File: src/rtl/proc_pkg.sv
// Shared processor definitions: datapath widths, reset PC and fetch FSM states.
package proc_pkg;
  localparam int AW = 7;
  localparam int IW = 8;
  localparam logic [AW-1:0] RESET_PC = '0;

  typedef enum logic [1:0] {
    IDLE = 2'd0,
    RUN  = 2'd1,
    HALT = 2'd2
  } fetch_state_t;
endpackage

File: src/rtl/fetch_unit.sv
// Instruction-fetch stage: owns the PC, drives the ROM address, registers the
// combinational ROM data into the IR and offers it to decode.
// Optional macro FETCH_BRANCH_REL_EN: redirect target = ir_pc_o + signed offset.
//
// Handshake: ir_o/ir_pc_o are offered while ir_valid_o is high; the transfer
// happens on a rising edge where ir_valid_o && ir_ready_i. While valid and not
// ready the offered values never change. A redirect or halt withdraws the
// offer (flush) without a transfer, even if ir_ready_i is high.
module fetch_unit #(
  parameter int              AW       = proc_pkg::AW,
  parameter int              IW       = proc_pkg::IW,
  parameter logic [AW-1:0]   RESET_PC = proc_pkg::RESET_PC
) (
  input  logic          clk_i,
  input  logic          rst_n_i,
  input  logic          start_i,
  output logic [AW-1:0] addr_o,
  input  logic [IW-1:0] instr_i,
  output logic [IW-1:0] ir_o,
  output logic [AW-1:0] ir_pc_o,
  output logic          ir_valid_o,
  input  logic          ir_ready_i,
  input  logic          redirect_i,
  input  logic [AW-1:0] redirect_tgt_i,
  input  logic          halt_i,
  output logic          done_o,
  output logic [1:0]    dbg_state_o
);
  import proc_pkg::*;

  fetch_state_t  state_q, state_d;
  logic [AW-1:0] pc_q, pc_d;
  logic [IW-1:0] ir_q, ir_d;
  logic [AW-1:0] ir_pc_q, ir_pc_d;
  logic          valid_q, valid_d;
  logic [AW-1:0] tgt_addr;
  logic          advance;

  // Redirect target: relative offsets wrap naturally in the AW-bit add.
`ifdef FETCH_BRANCH_REL_EN
  assign tgt_addr = ir_pc_q + redirect_tgt_i;
`else
  assign tgt_addr = redirect_tgt_i;
`endif

  assign advance = (state_q == RUN) && (!valid_q || ir_ready_i);

  // Next-state and PC/IR update; halt beats redirect beats advance.
  always_comb begin
    state_d = state_q;
    pc_d    = pc_q;
    ir_d    = ir_q;
    ir_pc_d = ir_pc_q;
    valid_d = valid_q;
    case (state_q)
      IDLE, HALT: begin
        if (start_i) begin
          state_d = RUN;
          pc_d    = RESET_PC;
          valid_d = 1'b0;
        end
      end
      RUN: begin
        if (halt_i) begin
          state_d = HALT;
          valid_d = 1'b0;
        end else if (redirect_i) begin
          pc_d    = tgt_addr;
          valid_d = 1'b0;
        end else if (advance) begin
          ir_d    = instr_i;
          ir_pc_d = pc_q;
          valid_d = 1'b1;
          pc_d    = pc_q + 1'b1;
        end
      end
      default: state_d = IDLE;
    endcase
  end

  // State and datapath registers with asynchronous reset.
  always_ff @(posedge clk_i or negedge rst_n_i) begin
    if (!rst_n_i) begin
      state_q <= IDLE;
      pc_q    <= RESET_PC;
      ir_q    <= '0;
      ir_pc_q <= '0;
      valid_q <= 1'b0;
    end else begin
      state_q <= state_d;
      pc_q    <= pc_d;
      ir_q    <= ir_d;
      ir_pc_q <= ir_pc_d;
      valid_q <= valid_d;
    end
  end

  assign addr_o      = pc_q;
  assign ir_o        = ir_q;
  assign ir_pc_o     = ir_pc_q;
  assign ir_valid_o  = valid_q;
  assign done_o      = (state_q == HALT);
  assign dbg_state_o = state_q;
endmodule
File: config.mk
export PLATFORM = sky130hd
export DESIGN_NAME = fetch_unit
export DESIGN_NICKNAME = d
export VERILOG_FILES = /design/src/rtl/proc_pkg.sv /design/src/rtl/fetch_unit.sv
export SDC_FILE = /design/constraint.sdc
export NUM_CORES = 1
export LEC_CHECK = 0
export CAP_MARGIN = 15
export CORE_MARGIN = 4
export CORE_UTILIZATION = 24
export CTS_CLUSTER_DIAMETER = 100
export DETAILED_ROUTE_END_ITERATION = 16
export PLACE_DENSITY = 0.6
export RECOVER_POWER = 50
export SKIP_LAST_GASP = 1
export SLEW_MARGIN = 20
export SYNTH_ARGS = -nofsm -noshare
export SYNTH_HDL_FRONTEND = slang
export SYNTH_SLANG_ARGS = --single-unit
File: constraint.sdc
create_clock -name clk_i -period 1.9 [get_ports clk_i]
set_input_delay 0.19 -clock clk_i [delete_from_list [all_inputs] [get_ports clk_i]]
set_output_delay 0.19 -clock clk_i [all_outputs]
set_load 0.1 [all_outputs]
### Yosys cells after proc, flatten, opt, wreduce, memory -nomap -nowiden

Cells that the tools add are included.
W data, S select, Z words.

* reduce and logical (&&, ||, !) cells: 10
* equal/unequal tests: 7
* add/subtract/negate cells: 1
* bitwise gates (word level): 2
* muxes and demuxes: 13

Operators by type and width (count)
* $mux W7: 4
* $pmux W7 S2: 1
* $reduce_and A4 Y1: 2
* $add A7 B1 Y7 const B: 1
* $ne A2 B2 Y1 const B: 3
* $mux W1: 4
* $mux W2: 2
* $ne A4 B4 Y1 const B: 1
* $pmux W2 S2: 1
* $ne A3 B3 Y1 const B: 1
* $reduce_and A3 Y1: 1
* $eq A2 B1 Y1 const B: 1
* $eq A2 B2 Y1 const B: 1
* $logic_not A2 Y1: 1
* $not A1 Y1: 2
* $pmux W1 S2: 1
* $reduce_and A2 Y1: 1
* $reduce_bool A2 Y1: 1
* $reduce_or A2 Y1: 1
* $logic_and A1 B1 Y1: 1
* $logic_not A1 Y1: 1
* $logic_or A1 B1 Y1: 1

* output and inout bits: 26
* bits of input ports: 21
* word-level logic and storage cells: 38
* register bits after elaboration: 25

### Depth between registers and ports, before layout

* word-level depth: 7
* gate-level depth with buffers: 5
* gate-level depth less buffers: 5

### Worst setup path before layout

Ideal clock, no wire load.

* path type: flip-flop to flip-flop
* start point: register state_q[1] (netlist: dbg_state_o[1])
* end point: register state_q[1] (netlist: dbg_state_o[1])
* period minus slack after synthesis: 2.152 ns
* buffers on the path: 0
* setup time: 0.067 ns
* arrival time: 2.084 ns
* required time: 1.833 ns
* stages on the path, launching flop included: 3
* setup slack: -0.252 ns
* cell sequence: dfrtp_1 > and2b_1 > a22o_1

* cells in the longest elaborated chain, start to end: 4
* elaborated cells between the ends (all ways): 8
* those cells by class: eq/ne: 4; mux: 1; reduce/logical: 3

Ends and longest elaborated chain
* start, declared: line fetch_unit.sv:31 `fetch_state_t state_q, state_d;`
* start signal, assigned: line fetch_unit.sv:90 `state_q <= state_d;`
* $eq A2 B2 Y1 (*)
* via done_o: line fetch_unit.sv:26 `output logic done_o,`
* $reduce_or A2 Y1 (*): line fetch_unit.sv:55 `case (state_q)`
* $ne A2 B2 Y1 (no source line)
* $reduce_and A2 Y1 (no source line)

Mark *: on every way through the listed nets, which the timed path passes. The rest lies on a longest branch.
A chain may end at the register's enable or synchronous reset.

### Worst setup path in the final report

* start point: register state_q[1] (netlist: dbg_state_o[1])
* end point: register ir_q[1] (netlist: ir_o[1])

* cells in the longest elaborated chain, start to end: 3

Ends and longest elaborated chain
* $eq A2 B1 Y1 (*): line fetch_unit.sv:46, fetch_unit.sv:55
* $logic_and A1 B1 Y1: line fetch_unit.sv:46 `assign advance = (state_q == RUN) && (!valid_q || ir_ready_i);`
* $reduce_and A4 Y1 (no source line) (*)
* end signal, assigned: line fetch_unit.sv:92 `ir_q <= ir_d;`
* end, declared: line fetch_unit.sv:33 `logic [IW-1:0] ir_q, ir_d;`

Mark *: on every way between the ends. The rest lies on a longest branch, timed or not.

==> impl_metrics.toml <==
[synthesis]
ys.warnings.count = 0
syn_nets = 120
synth_cells = 98
synth-seq-cells = 25
avgSynthCellArea_um2 = 12.5
yosysSeqAreaShare_pct = 51.1
synthArstFlopShare_pct = 100
netlist_area_um2 = 1220
synth_edf_count = 0
synth_cell_types = 31
synth_flop_cell = "dfrtp_1"

[sta]
setup_viol = 0
min_period_ns = 1.52
final.setup.tns_ns = 0
worst_slew_margin_rel_pct = 57.5
worst_pin_slew_ns = 0.637
hold_viol_final = 0
rsz0062_at_grt = "no"
period_share_pct = 80.1
slew_violations = 0
clock.fmax_mhz = 657
finClkSkew_ns = 0.00152

[drt]
drt-total-wl_um = 3090
drt_iter0_markers = 26
wire_per_inst_um = 14.3
via_per_inst = 4.39
drcViolationCount = 0
vias = 949
postRouteAntennaNets = 0
dr.pass1.iters = 4

[min_path]
hold_class = "in2async"

[floorplan]
std_cell_rows = 25
start_util_pct = 25.4
die-area_um2 = 6310
io_pins = 47
die_h_um = 79.4
fp.coreArea_um2 = 4820
die_w_um = 79.4

[setup_path]
slowest_stage = "dfrtp_1"
end_kind = "flop"
r2r_start = "dbg_state_o[1]$_DFFE_PN0P_"
worstReg2RegEnd = "ir_o[1]$_DFFE_PN0P_"
critPathMaxFanout = 15
start_kind = "flop"
cp_cell_sequence = "nor2b_1 > buf_4 > nand3_4 > mux2_4"
r2r_cells = 4
critPathKind = "reg2reg"
r2r_slack_ns = 0.38
cp.required_ns = 2.06
critical-path-max-stage-delay_ns = 0.48
cp.arrival_ns = 1.68

[finish]
nets = 172
antenna_cells = 0
layout_commonest_cell = "dfrtp_1"
fill_cells = 482
drive_above_1_share_pct = 39.6
syn_to_final_growth_pct = 42.7
final_cell_mix = "dfrtp_1 (20), clkdlybuf4s50_1 (19), buf_4 (18)"

[grt]
grt_first_pass_wirelength_um = 5180
grtUsageTotal_pct = 10.3
antenna_found_initial = 0
grt_overflow = 0
grt_pass1_vias = 1015
grt_max_degree = 26

[clock_tree]
clkSinkCount = 25
post_cts_resized = 0
clock_path_buffers = 2
htree_levels = 1
clk_pin_slew_ns = 0.09
cts_tree = "yes"
postCtsSetupRepairBufs = 0
cts_root_buf = "clkbuf_8"
hold_buffers = 0
clock_latency_ns = 0.26
cts_buffers = 3

[placement]
port-buffer-count = 46
routabilityCongestion = 0.724
hpwlAfterDp_um = 2350

[flow_run]
max_cap_violations = 0

[status]
outcome = "finished clean"
[worst max path at each step]
stage	endpoint	slack (ns)	from
6_report	ir_o[1]$_DFFE_PN0P_	0.38	dbg_state_o[1]$_DFFE_PN0P_
3_3_place_gp	ir_o[6]$_DFFE_PN0P_	0.15	ir_ready_i
3_5_place_dp	ir_o[1]$_DFFE_PN0P_	0.11	ir_ready_i
2_1_floorplan	addr_o[5]$_DFFE_PN0P_	0.05	addr_o[3]$_DFFE_PN0P_
5_1_grt	addr_o[5]$_DFFE_PN0P_	0.25	dbg_state_o[1]$_DFFE_PN0P_
4_1_cts	addr_o[5]$_DFFE_PN0P_	0.37	dbg_state_o[0]$_DFFE_PN0P_
[layer usage]
layer	GRT usage (%)	share of wire [%]	vias up
met5	0	0	-
met4	1.03	0.097	0
met3	3.72	6.6	2
met2	17.4	48	36
met1	13.1	46	454
li1	-	-	457
[cells in the mapped netlist, types with 2 or more instances]
master | number | share of area [%]
a22o_1 | 5 | 3.6
and2b_1 | 2 | 1.2
dfrtp_1 | 25 | 51
inv_1 | 3 | 0.92
mux2_2 | 6 | 5.5
mux2_4 | 10 | 12
nand2_1 | 7 | 2.1
nand3_1 | 4 | 1.6
nor2_1 | 3 | 0.92
nor3_1 | 2 | 0.82
o21ai_0 | 9 | 3.7
xnor2_1 | 3 | 2.1
[state kept, by name, indices dropped and copies added (netlist names)]
| name | flops |
|---|---|
| addr_o | 7 |
| ir_o | 8 |
| ir_valid_o | 1 |
| ir_pc_o | 7 |
| dbg_state_o | 2 |
[critical path: cells and delay by family, from the launching register on]
kind / cells / cell delay [ns]
buffers and inverters: 1 / 0.16
flip-flops: 1 / 0.48
multiplexers: 1 / 0.38
AND/OR/NAND/NOR: 2 / 0.39
[kinds of logic (layout without fill, tap and decap cells)]
family          after synthesis  count (layout)  share of synthesized area, %
flops                        25              25                          51.1
mux                          16              16                          17.8
fa+ha+maj                     1               1                          1.02
buf+inv                       6              57                          2.76
compound gates               20              20                          11.6
xor+xnor                      3               3                          2.15
simple gates                 27              27                          13.6
[cell type report]
class / count / area, um2 / share of cell area (%)
Timing Repair Buffer: 50 / 410 / 23.5
Sequential cell: 25 / 632 / 36.2
Clock buffer: 4 / 45.0 / 2.58
Multi-Input combinational cell: 67 / 564 / 32.3
Tap cell: 67 / 83.8 / 4.80
Inverter: 3 / 11.3 / 0.645
[through the flow]
| stage | hold slack [ns] | worst slack [ns] | util (%) | area, um2 | cells |
|---|---|---|---|---|---|
| after floorplan | -0.106 | 0.0503 | - | 1230 | 98 |
| after global placement | 0.494 | 0.145 | 35.9 | 1730 | 212 |
| after detailed placement | 0.494 | 0.113 | 35.9 | 1730 | 212 |
| after CTS | 0.286 | 0.375 | 36.9 | 1780 | 216 |
| after global routing | 0.535 | 0.250 | 36.3 | 1750 | 216 |
| final | 0.465 | 0.378 | 36.3 | 1750 | 216 |
Power is left out: the tool's default activity adds up to more than one toggle a clock period on the data nets, which glitch-free logic cannot reach.
